--- config.mk ---
export PLATFORM = sky130hd
export DESIGN_NAME = pipe_mdu_flat
export DESIGN_NICKNAME = d
export VERILOG_FILES = /design/src/rtl/pipe_mdu_pkg.sv /design/src/rtl/pipe_mdu_if.sv /design/src/rtl/pipe_mdu_iter_core.sv /design/src/rtl/pipe_mdu.sv /design/src/flat_wrapper.sv
export SDC_FILE = /design/constraint.sdc
export NUM_CORES = 1
export LEC_CHECK = 0
export CORE_ASPECT_RATIO = 0.7
export CORE_MARGIN = 10
export CORE_UTILIZATION = 35
export DETAILED_ROUTE_END_ITERATION = 8
export GPL_TIMING_DRIVEN = 0
export HOLD_SLACK_MARGIN = 0.02
export PLACE_DENSITY_LB_ADDON = 0.3
export SYNTH_ARGS = -nofsm -noshare
export SYNTH_HDL_FRONTEND = slang
export SYNTH_SLANG_ARGS = --single-unit
--- constraint.sdc ---
create_clock -name clk -period 3.79 [get_ports clk]
set_input_delay 0.9475 -clock clk [delete_from_list [all_inputs] [get_ports clk]]
set_output_delay 0.9475 -clock clk [all_outputs]
set_load 0.005 [all_outputs]
--- src/rtl/pipe_mdu_pkg.sv ---
// Shared encodings for the EXE-stage multiply/divide unit: op codes, FSM states
// and the default datapath width.
package pipe_mdu_pkg;

  localparam int MDU_WIDTH = 32;

  typedef enum logic [2:0] {
    MDU_NOP   = 3'b000,
    MDU_MULT  = 3'b001,
    MDU_MULTU = 3'b010,
    MDU_DIV   = 3'b011,
    MDU_DIVU  = 3'b100,
    MDU_MTHI  = 3'b101,
    MDU_MTLO  = 3'b110,
    MDU_NOP7  = 3'b111
  } mdu_op_e;

  typedef enum logic [1:0] {
    MDU_IDLE = 2'd0,
    MDU_RUN  = 2'd1,
    MDU_FIX  = 2'd2
  } mdu_state_e;

  // True for the ops that take the multi-cycle iterative path.
  function automatic logic op_is_iter(input logic [2:0] op);
    return (op == MDU_MULT) || (op == MDU_MULTU) ||
           (op == MDU_DIV)  || (op == MDU_DIVU);
  endfunction

endpackage

--- src/rtl/pipe_mdu_if.sv ---
// EXE-stage <-> MDU bundle: op request, read select and the HI/LO/busy view.
interface pipe_mdu_if #(parameter int WIDTH = pipe_mdu_pkg::MDU_WIDTH);
  import pipe_mdu_pkg::*;

  logic             start;
  logic [2:0]       op;
  logic [WIDTH-1:0] a;
  logic [WIDTH-1:0] b;
  logic             hi_lo_sel;
  logic             busy;
  logic [WIDTH-1:0] mdu_out;
  logic [WIDTH-1:0] hi;
  logic [WIDTH-1:0] lo;
  mdu_state_e       dbg_state;

  // Handshake: an op is taken on a rising edge where start && !busy; a start
  // seen while busy is dropped (no queueing), so the master must hold off.
  modport master (
    output start, op, a, b, hi_lo_sel,
    input  busy, mdu_out, hi, lo, dbg_state
  );

  modport slave (
    input  start, op, a, b, hi_lo_sel,
    output busy, mdu_out, hi, lo, dbg_state
  );

endinterface

--- src/rtl/pipe_mdu_iter_core.sv ---
// Unsigned iterative datapath: one radix-2 shift-add (multiply) or restoring
// shift-subtract (divide) step per cycle on a 2*WIDTH accumulator.
module mdu_iter_core #(
  parameter int WIDTH = 32
) (
  input  logic               clk,
  input  logic               i_load,
  input  logic               i_step,
  input  logic               i_is_div,
  input  logic [WIDTH-1:0]   i_opa,
  input  logic [WIDTH-1:0]   i_opb,
  output logic [2*WIDTH-1:0] o_acc
);

  logic [2*WIDTH-1:0] r_acc;
  logic [WIDTH-1:0]   r_m;
  logic               r_div;

  logic [WIDTH:0]     w_sum;
  logic [WIDTH:0]     w_trial;
  logic [2*WIDTH-1:0] w_mul_next;
  logic [2*WIDTH-1:0] w_div_next;

  // Multiply: acc = {partial, multiplier}; divide: acc = {remainder, dividend/quotient}.
  always_comb begin
    w_sum      = {1'b0, r_acc[2*WIDTH-1:WIDTH]} + {1'b0, r_m};
    w_mul_next = r_acc[0] ? {w_sum, r_acc[WIDTH-1:1]} : {1'b0, r_acc[2*WIDTH-1:1]};
    w_trial    = r_acc[2*WIDTH-1:WIDTH-1] - {1'b0, r_m};
    w_div_next = w_trial[WIDTH] ? {r_acc[2*WIDTH-2:0], 1'b0}
                                : {w_trial[WIDTH-1:0], r_acc[WIDTH-2:0], 1'b1};
  end

  always_ff @(posedge clk) begin
    if (i_load) begin
      r_acc <= {{WIDTH{1'b0}}, (i_is_div ? i_opa : i_opb)};
      r_m   <= i_is_div ? i_opb : i_opa;
      r_div <= i_is_div;
    end else if (i_step) begin
      r_acc <= r_div ? w_div_next : w_mul_next;
    end
  end

  assign o_acc = r_acc;

endmodule

--- src/rtl/pipe_mdu.sv ---
// EXE-stage multiply/divide unit owning HI/LO: iterative MULT/MULTU/DIV/DIVU,
// single-cycle MTHI/MTLO, combinational MFHI/MFLO read port.
module pipe_mdu
  import pipe_mdu_pkg::*;
#(
  parameter int WIDTH = MDU_WIDTH
) (
  input  logic     clk,
  input  logic     rst,
  pipe_mdu_if.slave mdu
);

  localparam int            CW   = $clog2(WIDTH);
  localparam logic [CW-1:0] LAST = CW'(WIDTH - 1);

  mdu_state_e       r_state;
  mdu_state_e       w_next_state;
  logic [CW-1:0]    r_cnt;
  logic             r_busy;
  logic             r_neg_q;
  logic             r_neg_r;
  logic             r_is_div;
  logic             r_div0;
  logic [WIDTH-1:0] r_raw_a;
  logic [WIDTH-1:0] r_hi;
  logic [WIDTH-1:0] r_lo;

  logic               w_accept;
  logic               w_is_signed;
  logic               w_is_div;
  logic               w_sa;
  logic               w_sb;
  logic [WIDTH-1:0]   w_mag_a;
  logic [WIDTH-1:0]   w_mag_b;
  logic               w_load;
  logic               w_step;
  logic               w_fix;
  logic               w_mthi;
  logic               w_mtlo;
  logic [2*WIDTH-1:0] w_acc;
  logic [2*WIDTH-1:0] w_prod;
  logic [WIDTH-1:0]   w_quot;
  logic [WIDTH-1:0]   w_rem;
  logic [WIDTH-1:0]   w_res_hi;
  logic [WIDTH-1:0]   w_res_lo;

  // Operand conditioning: signed ops iterate on magnitudes, signs fixed in FIX.
  always_comb begin
    w_accept    = mdu.start && !r_busy;
    w_is_signed = (mdu.op == MDU_MULT) || (mdu.op == MDU_DIV);
    w_is_div    = (mdu.op == MDU_DIV)  || (mdu.op == MDU_DIVU);
    w_sa        = w_is_signed && mdu.a[WIDTH-1];
    w_sb        = w_is_signed && mdu.b[WIDTH-1];
    w_mag_a     = w_sa ? -mdu.a : mdu.a;
    w_mag_b     = w_sb ? -mdu.b : mdu.b;
  end

  always_ff @(posedge clk) begin
    if (rst) r_state <= MDU_IDLE;
    else     r_state <= w_next_state;
  end

  always_comb begin
    w_next_state = r_state;
    w_load       = 1'b0;
    w_step       = 1'b0;
    w_fix        = 1'b0;
    w_mthi       = 1'b0;
    w_mtlo       = 1'b0;
    case (r_state)
      MDU_IDLE: begin
        if (w_accept) begin
          if (op_is_iter(mdu.op)) begin
            w_load       = 1'b1;
            w_next_state = MDU_RUN;
          end
          w_mthi = (mdu.op == MDU_MTHI);
          w_mtlo = (mdu.op == MDU_MTLO);
        end
      end
      MDU_RUN: begin
        w_step = 1'b1;
        if (r_cnt == LAST) w_next_state = MDU_FIX;
      end
      MDU_FIX: begin
        w_fix        = 1'b1;
        w_next_state = MDU_IDLE;
      end
      default: w_next_state = MDU_IDLE;
    endcase
  end

  mdu_iter_core #(.WIDTH(WIDTH)) u_core (
    .clk      (clk),
    .i_load   (w_load),
    .i_step   (w_step),
    .i_is_div (w_is_div),
    .i_opa    (w_mag_a),
    .i_opb    (w_mag_b),
    .o_acc    (w_acc)
  );

  // Divide-by-zero bypasses sign correction: LO all-ones, HI the raw dividend.
  always_comb begin
    w_prod = r_neg_q ? -w_acc : w_acc;
    w_quot = r_neg_q ? -w_acc[WIDTH-1:0] : w_acc[WIDTH-1:0];
    w_rem  = r_neg_r ? -w_acc[2*WIDTH-1:WIDTH] : w_acc[2*WIDTH-1:WIDTH];
    if (!r_is_div) begin
      w_res_hi = w_prod[2*WIDTH-1:WIDTH];
      w_res_lo = w_prod[WIDTH-1:0];
    end else if (r_div0) begin
      w_res_hi = r_raw_a;
      w_res_lo = '1;
    end else begin
      w_res_hi = w_rem;
      w_res_lo = w_quot;
    end
  end

  always_ff @(posedge clk) begin
    if (rst) begin
      r_busy   <= 1'b0;
      r_cnt    <= '0;
      r_neg_q  <= 1'b0;
      r_neg_r  <= 1'b0;
      r_is_div <= 1'b0;
      r_div0   <= 1'b0;
      r_raw_a  <= '0;
      r_hi     <= '0;
      r_lo     <= '0;
    end else begin
      if (w_load) begin
        r_busy   <= 1'b1;
        r_cnt    <= '0;
        r_neg_q  <= w_sa ^ w_sb;
        r_neg_r  <= w_sa;
        r_is_div <= w_is_div;
        r_div0   <= (mdu.b == '0);
        r_raw_a  <= mdu.a;
      end
      if (w_step) r_cnt <= r_cnt + CW'(1);
      if (w_fix) begin
        r_hi   <= w_res_hi;
        r_lo   <= w_res_lo;
        r_busy <= 1'b0;
      end
      if (w_mthi) r_hi <= mdu.a;
      if (w_mtlo) r_lo <= mdu.a;
    end
  end

  assign mdu.busy      = r_busy;
  assign mdu.hi        = r_hi;
  assign mdu.lo        = r_lo;
  assign mdu.mdu_out   = mdu.hi_lo_sel ? r_hi : r_lo;
  assign mdu.dbg_state = r_state;

endmodule
--- src/flat_wrapper.sv ---
// flat-port wrapper written by rule: the top's interface ports become plain ports
module pipe_mdu_flat import pipe_mdu_pkg::*;
#(
  parameter int WIDTH = MDU_WIDTH
)
  (clk, rst, mdu_start, mdu_op, mdu_a, mdu_b, mdu_hi_lo_sel, mdu_busy, mdu_mdu_out, mdu_hi, mdu_lo, mdu_dbg_state);
  pipe_mdu_if #(.WIDTH(WIDTH)) mdu_i ();
  input  logic clk;
  input  logic rst;
  input wire logic [$bits(mdu_i.start)-1:0] mdu_start;
  input wire logic [$bits(mdu_i.op)-1:0] mdu_op;
  input wire logic [$bits(mdu_i.a)-1:0] mdu_a;
  input wire logic [$bits(mdu_i.b)-1:0] mdu_b;
  input wire logic [$bits(mdu_i.hi_lo_sel)-1:0] mdu_hi_lo_sel;
  output wire logic [$bits(mdu_i.busy)-1:0] mdu_busy;
  output wire logic [$bits(mdu_i.mdu_out)-1:0] mdu_mdu_out;
  output wire logic [$bits(mdu_i.hi)-1:0] mdu_hi;
  output wire logic [$bits(mdu_i.lo)-1:0] mdu_lo;
  output wire logic [$bits(mdu_i.dbg_state)-1:0] mdu_dbg_state;
  assign mdu_i.start = mdu_start;
  assign mdu_i.op = mdu_op;
  assign mdu_i.a = mdu_a;
  assign mdu_i.b = mdu_b;
  assign mdu_i.hi_lo_sel = mdu_hi_lo_sel;
  assign mdu_busy = mdu_i.busy;
  assign mdu_mdu_out = mdu_i.mdu_out;
  assign mdu_hi = mdu_i.hi;
  assign mdu_lo = mdu_i.lo;
  assign mdu_dbg_state = mdu_i.dbg_state;
  pipe_mdu #(.WIDTH(WIDTH)) u_core (.clk(clk), .rst(rst), .mdu(mdu_i));
endmodule
; ---- Word level (Yosys, flattened, before mapping)
; Cells that the tools add are included.
; Widths: inputs -> output; s select.
[totals]
reg_bits = 205
out_inout_bits = 99
elab_cells = 87
[classes]
addsub = 8
n_eq_ne = 12
n_mux = 36
bitwise = 1
reduce_logical = 16
[op_table]
columns = op, count
row1 = $mux 32, 17
row2 = $mux 64, 4
row3 = $neg 32->32, 4
row4 = $neg 64->64, 1
row5 = $add 32x32->33, 1
row6 = $sub 33x32->33, 1
row7 = $logic_not 32->1, 1
row8 = $mux 5, 2
row9 = $eq 3x3->1 const B, 3
row10 = $mux 1, 9
row11 = $eq 3x2->1 const B, 2
row12 = $mux 2, 3
row13 = $ne 2x1->1 const B, 3
row14 = $reduce_bool 2->1, 3
row15 = $add 5x1->5 const B, 1
row16 = $eq 5x5->1 const B, 1
row17 = $logic_or 1x1->1, 5
row18 = $pmux 2 s2, 1
row19 = $eq 3x1->1 const B, 1
row20 = $logic_and 1x1->1, 3
row21 = $reduce_and 3->1, 1
row22 = $eq 2x1->1 const B, 1
row23 = $eq 2x2->1 const B, 1
row24 = $logic_not 2->1, 1
row25 = 3 further kinds, 3

; ---- Longest topological paths before layout
[logic_depth]
ltp_word = 9
mapped_depth = 14
depth_no_buf = 12

; ---- Hierarchy
; A second synthesis with hierarchy kept.
[hier_totals]
cells_unflattened = 2226
hier_area_um2 = 17625.7
[by_module_without_submodules]
columns = mod, n_inst, cells_per_inst, area_per_inst_um2, seq_area_each_um2
row1 = pipe_mdu, 1, 1242, 8968.6, 2162.1
row2 = mdu_iter_core, 1, 984, 8657.1, 2592.5

; ---- Least setup slack after synthesis
; Ideal clock, no wire load.
[synth_path]
path_kind = input to register
startpoint = input mdu_start
endpoint = register u_core.u_core.r_acc[11], in the netlist u_core.u_core.o_acc[11], data pin
setup_time_ns = 0.327
t_arrival_ns = 3.471
required_ns = 3.463
slack_ns = -0.008
cell_stages = 6
path_buffers = 2
cell_sequence = nor4b_1 > nand2_1 > inv_1 > buf_4 > clkbuf_1 > o221ai_1
[synth_between]
elab_chain_cells = 4
[synth_lines]
columns = element, line
row1 = "start, declared", flat_wrapper.sv:10  ; input wire logic [$bits(mdu_i.start)-1:0] mdu_start;
row2 = $logic_and 1x1->1, pipe_mdu.sv:49  ; w_accept = mdu.start && !r_busy;
row3 = $mux 1, pipe_mdu.sv:72  ; if (w_accept) begin
row4 = $mux 1, pipe_mdu.sv:70  ; case (r_state)
row5 = via u_core.u_core.i_load, pipe_mdu_iter_core.sv:7  ; input logic i_load,
row6 = $mux 32, pipe_mdu_iter_core.sv:34  ; if (i_load) begin
row7 = "end signal, assigned", pipe_mdu_iter_core.sv:35  ; r_acc <= {{WIDTH{1'b0}}, (i_is_div ? i_opa : i_opb)};
row8 = "end signal, assigned", pipe_mdu_iter_core.sv:39  ; r_acc <= r_div ? w_div_next : w_mul_next;
row9 = "end, declared", pipe_mdu_iter_core.sv:15  ; logic [2*WIDTH-1:0] r_acc;
; The timed path passes the listed nets, and every way through them passes these cells.
; A chain may end at the register's enable or synchronous reset.

; ---- Worst setup path in the final report
[layout_path]
startpoint = input mdu_start
endpoint = register u_core.r_div0
[layout_between]
elab_chain_cells = 3
[layout_lines]
columns = element, line
row1 = $logic_and 1x1->1, pipe_mdu.sv:49
row2 = $mux 1, pipe_mdu.sv:72
row3 = $mux 1, pipe_mdu.sv:70
row4 = "end signal, assigned", pipe_mdu.sv:138  ; r_div0 <= (mdu.b == '0);
row5 = "end, declared", pipe_mdu.sv:23  ; logic r_div0;
; No other way between the ends.

==> results.cfg <==
[routing]
ant_nets = 0
wl_per_cell_um = 27.8
drt-vias-per-instance = 6.21
wl_um = 86300
firstDrtPassIters = 6
drt_iter0_drc = 3023
drcViolationCount = 0
vias = 19300

[clock_network]
cts_max_path_buffers = 3
clk_pin_slew_ns = 0.07
cts_tree = built
cts_sinks = 205
insertion_delay_ns = 0.55
cts_buffers = 22
cts-htree-levels = 1
hold_buffers = 0
cts_root_buffer = clkbuf_16

[placement]
port_buffers = 156
place.gp.congestion = 1.02
place_hpwl_um = 69000
dp_slack_ns = -1.72

[final_layout]
area_delta_synth_final_pct = 20.4
drive_gt1_share_pct = 8.36
fin_util_pct = 42.4
fin_nets = 2569

[synth]
synth_area_leaders = dfxtp_1 16%, edfxtp_1 11%, nand2_1 6.5%, a21oi_1 5.8%, o21ai_0 5.7%
synth_common_cells = 298 x nand2_1, 199 x a21oi_1, 196 x o21ai_0
ys_seq_area_share_pct = 27.5
syn_avg_cell_area_um2 = 7.77
synthDistinctLibCells = 84
synth_enable_flop_cells = 65
yosysMostFrequentCell = nand2_1
yosys_warnings = 0
synth_ff_type = dfxtp_1
syn_nets = 2369
synthArstFlopShare_pct = 0
synthCells = 2226
syn_area_um2 = 17300
netlist.area_leader.share_pct = 16.2
yosys.area.top_type = dfxtp_1
ys_seq_elements = 205

[outcome]
violations = negative setup slack
status = finished with violations

[critical_path]
start_kind = input pin
critical_path_arrival_ns = 4.26
path_class = input pin to flip-flop
endpoint_kind = flip-flop
path_max_fanout = 10
critPathRequiredTime_ns = 4.26

[global_route]
gr-total-overflow = 0
grt_pass1_wl_um = 123000
grt_max_degree = 43
grt_use_total_pct = 27.9
antenna_found_initial = 9
grt_pass1_vias = 17800

[sta]
maxSlewViolCount = 0
fmax_mhz = 263
final_hold_viol_count = 0
worstMarginPinSlew_ns = 1.37
relSlewSlack_pct = 8.45
fin_crit_ns = 3.80
fin_crit_sh_pct = 100
fin_skew_ns = 0.0213
setup_viol = 1
tns_ns = -0.00833
fin_ws_ns = -0.00833

[pwr]
peakVddDrop_uv = 309
finalPower_w = 0.0118
leakage_nw = 7.61
powerDensity_nw_per_um2 = 565

[floorplan]
num_io_pins = 170
die-height_um = 206
die_area_um2 = 58800
core_area_um2 = 49100
die_w_um = 286
start_util_pct = 35.2
rows = 68

[run]
max-cap-violations = 0

[hold_path]
hp-class = flip-flop to flip-flop
-- worst max-delay path, cell delays in order --
cell and delay, ns:
clkdlybuf4s50_1 0.45, nor4b_2 0.18, buf_4 0.27, nand2_1 0.42, inv_1 0.19, buf_4 0.28, clkbuf_1 0.75, nand4b_1 0.49
a21oi_1 0.24
-- cells by family (layout without fill, tap and decap cells) --
family / Yosys count / after routing / share of synthesized area, %
xor+xnor: 186 / 186 / 9.47
buf+inv: 237 / 452 / 5.57
flops: 205 / 205 / 27.5
other cells: 0 / 1 / 0
mux: 105 / 105 / 6.45
fa+ha+maj: 72 / 72 / 5.30
compound gates: 714 / 714 / 26.5
simple gates: 707 / 707 / 19.2
-- area by class of cell --
type                    instances  area, um^2
fillers                      5079       28300
multi-input cells            1784       11800
flip-flops and latches        205        4760
repair buffers                177        1720
well taps                     665         832
plain buffers                 176         756
clock buffers                  35         671
inverters                      59         229
clock inverters                 4        35.0
repair inverters                1        7.51
diodes                          1        2.50
-- where the power goes --
| group | switching, W | leakage (nW) | internal [W] |
|---|---|---|---|
| Sequential | 0.000411 | 1.75 | 0.00259 |
| Clock | 0.00102 | 0.343 | 0.00122 |
| Combinational | 0.00420 | 5.52 | 0.00233 |
| Total | 0.00563 | 7.61 | 0.00613 |
-- path summary, 6_finish.rpt --
check	start	endpoint	slack, ns	cells after the start
setup / recovery	mdu_start	u_core.r_div0$_SDFFE_PP0P_	-0.008	9
hold / removal	u_core.r_raw_a[13]$_SDFFE_PP0P_	u_core.r_raw_a[13]$_SDFFE_PP0P_	0.46	2
setup reg to reg	u_core.u_core.o_acc[10]$_DFFE_PP_	u_core.mdu.hi[26]$_SDFFE_PP0P_	0.10	9
hold reg to reg	u_core.r_raw_a[13]$_SDFFE_PP0P_	u_core.r_raw_a[13]$_SDFFE_PP0P_	0.46	2
-- placed cells by master, fill, tap and decap left out, types with 30 or more instances in the layout --
| cell | instances |
|---|---|
| nor2_1 | 154 |
| xnor2_1 | 75 |
| xor2_1 | 109 |
| a21oi_1 | 194 |
| a221oi_1 | 36 |
| edfxtp_1 | 65 |
| nand2_1 | 298 |
| mux2i_1 | 54 |
| clkbuf_1 | 148 |
| ha_1 | 70 |
| nor3_1 | 41 |
| o21ai_0 | 190 |
| o221ai_1 | 30 |
| dfxtp_1 | 139 |
| mux2_2 | 51 |
| nand3_1 | 33 |
| clkdlybuf4s50_1 | 149 |
| inv_1 | 56 |
-- registers in the layout (all words and copies together), names as in the netlist --
| name | flops |
|---|---|
| u_core.u_core.r_div | 1 |
| u_core.u_core.r_m | 32 |
| u_core.r_raw_a | 32 |
| u_core.mdu.hi | 32 |
| u_core.mdu.busy | 1 |
| u_core.u_core.o_acc | 64 |
| u_core.r_cnt | 5 |
| u_core.r_neg_r | 1 |
| u_core.r_div0 | 1 |
| u_core.mdu.lo | 32 |
| u_core.r_neg_q | 1 |
| u_core.mdu.dbg_state | 2 |
| u_core.r_is_div | 1 |
-- layer usage --
| metal | GRT usage (%) | part of all wire, % |
|---|---|---|
| met1 | 39.9 | 43 |
| met2 | 37.6 | 39 |
| met3 | 12.2 | 16 |
| met4 | 5.51 | 2.3 |
| met5 | 0 | 0.056 |
-- what timing repair did --
action	4_1_cts	5_1_grt
pin swaps	4	6
cloned	1	0
resized for setup	43	48
setup endpoints to repair	97	81
buffers inserted	6	14
-- through the flow --
step	area, um^2	cells	hold WS [ns]
after detailed placement	19700	3048	0.446
after global placement	19700	3047	0.442
final	20800	3107	0.457
after global routing	20800	3106	0.471
after floorplan	17300	2226	0.434
after CTS	20600	3092	0.456
No activity file was read; power rests on OpenSTA's default activity.
